$ cat config.mk
export PLATFORM = sky130hd
export DESIGN_NAME = nonce_reporter
export DESIGN_NICKNAME = d
export VERILOG_FILES = /design/src/rtl/miner_pkg.sv /design/src/rtl/nonce_fifo.sv /design/src/rtl/nonce_reporter.sv
export SDC_FILE = /design/constraint.sdc
export NUM_CORES = 1
export LEC_CHECK = 0
export CORE_MARGIN = 2
export CORE_UTILIZATION = 39
export CTS_BUF_LIST = sky130_fd_sc_hd__clkbuf_8
export CTS_CLUSTER_DIAMETER = 40
export CTS_CLUSTER_SIZE = 20
export DETAILED_ROUTE_END_ITERATION = 7
export GPL_TIMING_DRIVEN = 0
export HOLD_SLACK_MARGIN = 0.1
export PLACE_DENSITY = 0.65
export SLEW_MARGIN = 0
export SYNTH_ARGS = -nofsm -noshare
export SYNTH_HDL_FRONTEND = slang
export SYNTH_SLANG_ARGS = --single-unit
$ cat constraint.sdc
create_clock -name clk -period 7.8 [get_ports clk]
set_clock_uncertainty 0.15 [all_clocks]
set_input_delay 1.95 -clock clk [delete_from_list [all_inputs] [get_ports clk]]
set_output_delay 1.95 -clock clk [all_outputs]
set_load 0.02 [all_outputs]
$ cat src/rtl/miner_pkg.sv
// miner_pkg: shared constants and FSM encoding for the nonce result path
package miner_pkg;
    localparam logic [7:0] HDR_DEFAULT = 8'h4E;
    localparam int FRAME_LEN = 9;
    localparam int NONCE_W = 64;
    typedef enum logic [1:0] {S_IDLE, S_HDR, S_BYTES} state_t;
endpackage

$ cat src/rtl/nonce_fifo.sv
// nonce_fifo: synchronous FIFO with wrap-bit pointers and a synchronous clear
module nonce_fifo #(
    parameter int DEPTH = 4,
    parameter int WIDTH = 64
) (
    input  logic                     clk,
    input  logic                     rst_n,
    input  logic                     clr,
    input  logic                     push,
    input  logic                     pop,
    input  logic [WIDTH-1:0]         din,
    output logic [WIDTH-1:0]         dout,
    output logic [$clog2(DEPTH):0]   count,
    output logic                     full,
    output logic                     empty
);
    localparam int AW = $clog2(DEPTH);
    logic [AW:0]      r_wr, r_rd;
    logic [WIDTH-1:0] r_mem [DEPTH];
    assign count = r_wr - r_rd;
    assign full  = count == (AW+1)'(DEPTH);
    assign empty = r_wr == r_rd;
    assign dout  = r_mem[r_rd[AW-1:0]];
    // pointer update; clear wins over any push/pop in the same cycle
    always_ff @(posedge clk or negedge rst_n) begin
        if (!rst_n) begin
            r_wr <= '0;
            r_rd <= '0;
        end else if (clr) begin
            r_wr <= '0;
            r_rd <= '0;
        end else begin
            if (push) r_wr <= r_wr + 1'b1;
            if (pop)  r_rd <= r_rd + 1'b1;
        end
    end
    // storage needs no reset: only entries between the pointers are ever read
    always_ff @(posedge clk) begin
        if (push) r_mem[r_wr[AW-1:0]] <= din;
    end
endmodule

$ cat src/rtl/nonce_reporter.sv
// nonce_reporter: queues published nonces and streams each as a 9-byte framed packet
module nonce_reporter
    import miner_pkg::*;
#(
    parameter int         DEPTH = 4,
    parameter logic [7:0] HDR   = HDR_DEFAULT
) (
    input  logic                   clk,
    input  logic                   rst_n,
    input  logic [NONCE_W-1:0]     nonce_bus,
    input  logic                   nonce_bus_wr,
    input  logic                   flush,
    output logic [7:0]             tx_data,
    output logic                   tx_valid,
    input  logic                   tx_ready,
    output logic [$clog2(DEPTH):0] fifo_count,
    output logic                   overflow,
    output logic [7:0]             drop_count
);
    state_t             r_state, w_state_nxt;
    logic [NONCE_W-1:0] r_shift, w_shift_nxt, w_head;
    logic [2:0]         r_idx, w_idx_nxt;
    logic [7:0]         w_data_nxt;
    logic               w_valid_nxt, w_full, w_empty, w_hs, w_can_pop, w_pop, w_push, w_drop;

    assign w_hs      = tx_valid & tx_ready;
    assign w_can_pop = !w_empty && !flush;
    assign w_pop     = w_can_pop && (r_state == S_IDLE || (r_state == S_BYTES && w_hs && r_idx == 3'd7));
    assign w_push    = nonce_bus_wr && !flush && (!w_full || w_pop);
    assign w_drop    = nonce_bus_wr && !flush && w_full && !w_pop;

    nonce_fifo #(.DEPTH(DEPTH), .WIDTH(NONCE_W)) u_fifo (
        .clk   (clk),
        .rst_n (rst_n),
        .clr   (flush),
        .push  (w_push),
        .pop   (w_pop),
        .din   (nonce_bus),
        .dout  (w_head),
        .count (fifo_count),
        .full  (w_full),
        .empty (w_empty)
    );

    // state register plus the serializer datapath registers
    always_ff @(posedge clk or negedge rst_n) begin
        if (!rst_n) begin
            r_state  <= S_IDLE;
            r_shift  <= '0;
            r_idx    <= '0;
            tx_data  <= '0;
            tx_valid <= 1'b0;
        end else begin
            r_state  <= w_state_nxt;
            r_shift  <= w_shift_nxt;
            r_idx    <= w_idx_nxt;
            tx_data  <= w_data_nxt;
            tx_valid <= w_valid_nxt;
        end
    end

    // next state: a finished frame chains straight into the next queued one
    always_comb begin
        w_state_nxt = r_state;
        case (r_state)
            S_IDLE:  if (w_can_pop) w_state_nxt = S_HDR;
            S_HDR:   if (w_hs) w_state_nxt = S_BYTES;
            S_BYTES: if (w_hs && r_idx == 3'd7) w_state_nxt = w_can_pop ? S_HDR : S_IDLE;
            default: w_state_nxt = S_IDLE;
        endcase
    end

    // outputs only move on a pop or a handshake, keeping the byte stable under backpressure
    always_comb begin
        w_shift_nxt = r_shift;
        w_idx_nxt   = r_idx;
        w_data_nxt  = tx_data;
        w_valid_nxt = tx_valid;
        if (w_pop) begin
            w_shift_nxt = w_head;
            w_data_nxt  = HDR;
            w_valid_nxt = 1'b1;
        end else if (w_hs && r_state == S_HDR) begin
            w_data_nxt = r_shift[7:0];
            w_idx_nxt  = 3'd0;
        end else if (w_hs && r_state == S_BYTES) begin
            if (r_idx != 3'd7) begin
                w_shift_nxt = r_shift >> 8;
                w_idx_nxt   = r_idx + 3'd1;
                w_data_nxt  = r_shift[15:8];
            end else begin
                w_valid_nxt = 1'b0;
            end
        end
    end

    // drop accounting; a flush clears it and swallows any same-cycle write
    always_ff @(posedge clk or negedge rst_n) begin
        if (!rst_n) begin
            overflow   <= 1'b0;
            drop_count <= '0;
        end else if (flush) begin
            overflow   <= 1'b0;
            drop_count <= '0;
        end else if (w_drop) begin
            overflow <= 1'b1;
            if (drop_count != 8'hFF) drop_count <= drop_count + 8'd1;
        end
    end
endmodule

# Word-level counts from Yosys, hierarchy flattened
# Memory sizes are Yosys's and may differ from the RTL's.
# Cells that the tools add are included.
# word_totals
register_bits	93
latch_bits	0
ram_bits	256
rom_bits	0
in_bits	69
out_inout_bits	21
wordCells	93
memories	1
# mem_list
memory	depth	word_bits	read_ports	rd_clocked_by_memory_dff	write_ports	line	rtl
u_fifo.r_mem	4	64	1	0	1	nonce_fifo.sv:19	logic [WIDTH-1:0] r_mem [DEPTH];
# classes
add_sub_neg	5
mul	0
div_mod_pow	0
n_lt_le_gt_ge	0
eq_ne	12
shifts	0
muxes	31
n_bitwise	2
n_reduce_logical	33
# ops
op	n
$mux W64	4
$mux W8	7
$mux W3	7
$reduce_bool A2 Y1	8
$reduce_and A3 Y1	4
$logic_and A1 B1 Y1	10
$ne A2 B2 Y1 const B	5
$add A3 B1 Y3 const B	3
$mux W1	9
$add A8 B1 Y8 const B	1
$ne A8 B8 Y1 const B	1
$eq A3 B3 Y1 const B	2
$mux W2	3
$pmux W2 S3	1
$reduce_bool A3 Y1	2
$logic_not A1 Y1	4
$reduce_and A2 Y1	2
$eq A3 B3 Y1	1
$ne A3 B3 Y1 const B	1
$sub A3 B3 Y3	1
$eq A2 B1 Y1 const B	1
$eq A2 B2 Y1 const B	1
$logic_not A2 Y1	1
$logic_or A1 B1 Y1	2
other kinds (2)	2

# Logic depth before layout (Yosys ltp)
# logic_depth
ltp_word	9
depth_mapped	10
mapped_depth_nobuf	7

# Cells and area by module
# Synthesis repeated with hierarchy kept, for this count alone.
# unflattened
hier_cells	820
hier_area_um2	13743.2
# modules_own_cells
module	instances	cells_per_inst	area_per_inst_um2	seq_area_each_um2
nonce_fifo	1	378	9705.6	7837.5
nonce_reporter	1	442	4037.6	2177.1

# Worst setup path before layout
# OpenSTA, ideal clock, no wires.
# synth_path
path_kind	input to register
startpoint	input flush
endpoint	memory u_fifo.r_mem[0][0], enable pin
setup_time_ns	0.429
arrival_time_ns	4.325
required_ns	7.221
slack_ns	2.896
path_stages	4
path_buffers	0
path_cell_list	or2_2 -> a221o_1 -> a21boi_2 -> and3_1
# synth_between
elab_chain_cells	7
word_cells_on_any_way	8
cone_classes	2 x mux; 6 x reduce/logical
# synth_lines
item	line	rtl
start: declaration	nonce_reporter.sv:12	input logic flush,
$logic_not A1 Y1 *	nonce_reporter.sv:27, nonce_reporter.sv:29	
$logic_and A1 B1 Y1	nonce_reporter.sv:27	assign w_can_pop = !w_empty && !flush;
$logic_and A1 B1 Y1	nonce_reporter.sv:28	assign w_pop = w_can_pop && (r_state == S_IDLE || (r_state == S_BYTES && w_hs && r_idx == 3'd7));
$logic_or A1 B1 Y1	nonce_reporter.sv:29	assign w_push = nonce_bus_wr && !flush && (!w_full || w_pop);
$logic_and A1 B1 Y1 *	nonce_reporter.sv:29	
$mux W1 *	nonce_fifo.sv:39	if (push) r_mem[r_wr[AW-1:0]] <= din;
$mux W1 (implied by the code) *	nonce_fifo.sv:39	
end: declaration	nonce_fifo.sv:19	
# Mark *: on every way between the ends. The rest lies on a longest branch, timed or not.

# Worst setup path after layout
# layout_path
startpoint	register u_fifo.r_rd[0]
endpoint	output fifo_count[2]
# layout_between
elab_chain_cells	1
# layout_lines
item	line	rtl
start: declaration	nonce_fifo.sv:18	logic [AW:0] r_wr, r_rd;
start signal: assignment	nonce_fifo.sv:34	if (pop) r_rd <= r_rd + 1'b1;
$sub A3 B3 Y3	nonce_fifo.sv:20	assign count = r_wr - r_rd;
end: declaration	nonce_reporter.sv:16	output logic [$clog2(DEPTH):0] fifo_count,
# No other way between the ends.

==> results.txt <==
status -> finished clean
Inserted Diodes -> 0
Hold WC Path Type -> flop to flop
CTS tree -> built
port bufs -> 89
Post-CTS Setup Inserts -> 0
crit path cell chain -> ha_1, fa_1, xor3_2, clkdlybuf4s50_1
clock sink total -> 349
commonest cells in the netlist -> edfxtp_1 (256), nand2_1 (114), dfrtp_1 (93), mux4_2 (64), nor2_1 (56)
pwr dens -> 340 nW/um^2
setup violators final -> 0
syn avg cell area -> 16.6 um^2
drt drc -> 0
Synth Net Count -> 905
Via-to-Cell Ratio -> 5.28
CTS buffer count -> 45
Routed wire per std cell -> 20.2 um
synth top area cells -> edfxtp_1 (56%), dfrtp_1 (17%), mux4_2 (11%)
max_slew headroom -> 0.365
clk_lat worst skew -> 570 ps
CP bufs+invs -> 1
Setup crit start kind -> flop
peak supply drop -> 0.156 mV
Antenna Violating Nets Remaining -> 0
R2R Setup Slk -> 3260 ps
initial antenna violation count -> 0
#FFs+latches synth -> 349
Hold Violations, Final -> 0
Pint -> 0.00376 W
number of fill cells -> 2980
area share of the largest cell type after synthesis -> 0.562
Sw Pwr -> 0.00179 W
Final Util -> 0.473
combinational fraction of design power -> 0.280
Root Buffer -> clkbuf_8
FF-to-FF Start -> u_fifo.r_rd[1]
Clock Tree Buf Depth -> 3
CP required -> 5700 ps
Sequential Power Share -> 0.448
critical-path maximum fanout -> 5
RSZ-0062 raised after global routing -> false
cell row count -> 68
WHS Path Cells -> 1
Final GP Congestion -> 0.807
FF-to-FF path depth -> 9
most common cell in the netlist -> edfxtp_1
FF/Latch Area -> 10000 um^2
worst endpoint data arrival time -> 2750 ps
Worst setup EP type -> output pin
post-synth top area cell -> edfxtp_1
Max-cap violations -> 0
Die Wd -> 191 um
ys flop type -> edfxtp_1
layout cells sized above 1 -> 0.181
drt first pass iters -> 5
area of the multi-input gates -> 3430 um^2
Async S/R FF share, synth -> 0.266
post-cts sizing count -> 0
synthesized area -> 13700 um^2
Largest stage delay, worst path -> 620 ps
final hold slack -> 338 ps
# H-tree levels -> 2
clock power share -> 0.272
largest net degree at the start of global routing -> 70
final WL -> 29500 um
critical path's top delay family -> adder cells
first-pass GRT wire length -> 45500 um
final instance area -> 16300 um^2
Worst R2R End -> u_fifo.r_mem[0][26]
Clk pin slew, worst setup/hold paths -> 80 ps
Area after DPL -> 15300 um^2
min-delay src -> r_shift[50]
initial core utilization -> 0.396
detailed placer's ending HPWL -> 19300 um
CP max stage cell -> clkdlybuf4s50_1
Pleak -> 5.73 nW
sequential fraction of the synthesis area -> 0.732
fmax -> 0.206 GHz
kind of critical path -> flop to output pin
I/O pin count -> 90
Synth Warn # -> 0
die area -> 36600 um^2
cts hold-fix bufs -> 0
die height -> 191 um
minimum clock period -> 4850 ps
Hold EP -> r_shift[50]
final slew viol count -> 0
Post-Route Setup TNS -> 0 ps
Syn Inst Count -> 825
total gr overflow -> 0
number of enable flip-flop cells after synthesis -> 256
vias in the first global route -> 7949
Final Cycle Share -> 0.622
gr usage total -> 0.164
via count -> 7701
Switching Fraction -> 0.323
final-stage net count -> 1046
Area Overhead vs Synth -> 19.4%
initial DRC count -> 626
worst slew pin tran -> 953 ps
Netlist cell types -> 50
Core ar. -> 34500 um^2
## worst max-delay path by stage
stage,start,to,cells past startpoint
after CTS,u_fifo.r_rd[0],fifo_count[2],4
after global routing,u_fifo.r_wr[0],fifo_count[2],5
final,u_fifo.r_rd[0],fifo_count[2],4
after detailed placement,flush,u_fifo.r_mem[0][25],6
after global placement,flush,u_fifo.r_mem[1][25],5
after floorplan,flush,u_fifo.r_mem[0][0],4
## stage by stage
step	instances	total power (W)	setup WS, ps
detailed placement	1374	0.00409	2910
global placement	1369	0.00405	878
global route	1458	0.00585	2850
finish	1458	0.00555	2950
floorplan	825	0.00355	2900
CTS	1458	0.00561	2920
## power by group through the flow
stage	Clock (W)	Sequential (W)	Combinational, W
5_1_grt	0.00162	0.00251	0.00171
6_report	0.00151	0.00249	0.00156
2_1_floorplan	0	0.00249	0.00105
3_5_place_dp	0	0.00252	0.00157
3_3_place_gp	0	0.00253	0.00152
4_1_cts	0.00154	0.00248	0.00158
## flip-flops by register name, summed over array words and instances (netlist names)
register	count
u_fifo.r_mem	256
r_shift	64
drop_count	8
tx_data	8
r_idx	3
u_fifo.r_rd	3
u_fifo.r_wr	3
r_state	2
overflow	1
tx_valid	1
## cell usage in the layout, fill, tap and decap left out, drive strengths merged, types with 3 or more instances in the layout
master,instances
inv,25
a21oi,9
nor3,4
a31oi,47
clkdlybuf4s50,88
clkbuf,71
dfrtp,93
buf,29
clkinv,15
clkinvlp,3
and3,7
bufinv,4
a21o,11
nand2,114
nor2,56
nand3,23
a22o,11
or4,4
ha,10
edfxtp,256
o31ai,6
o21ai,11
mux4,64
o211ai,4
o22ai,3
## cell families (layout without fill, tap and decap cells)
logic type	Yosys count	count (layout)	share of synthesized area
adder cells (fa/ha/maj)	11	11	0.0106
buffers and inverters	57	235	0.0178
XOR/XNOR	2	2	0.00247
flip-flops	349	349	0.732
AO/OA/AOI/OAI	115	115	0.0582
multiplexers	66	66	0.107
AND/OR/NAND/NOR	225	225	0.0714
## per-layer routing
metal / global-route usage / share of wire / vias to the layer above
li1: - / - / 3500
met1: 0.231 / 0.45 / 3893
met2: 0.258 / 0.46 / 250
met3: 0.0327 / 0.064 / 58
met4: 0.0509 / 0.024 / 0
met5: 0 / 0 / -
## cell type report
class | count | area share
flip-flops and latches | 349 | 0.613
clock buffers | 46 | 0.0388
multi-input cells | 419 | 0.210
repair buffers | 94 | 0.0628
inverters | 9 | 0.00207
clock inverters | 38 | 0.0251
well taps | 455 | 0.0349
plain buffers | 48 | 0.0129
Power figures use the tool's default switching activity.
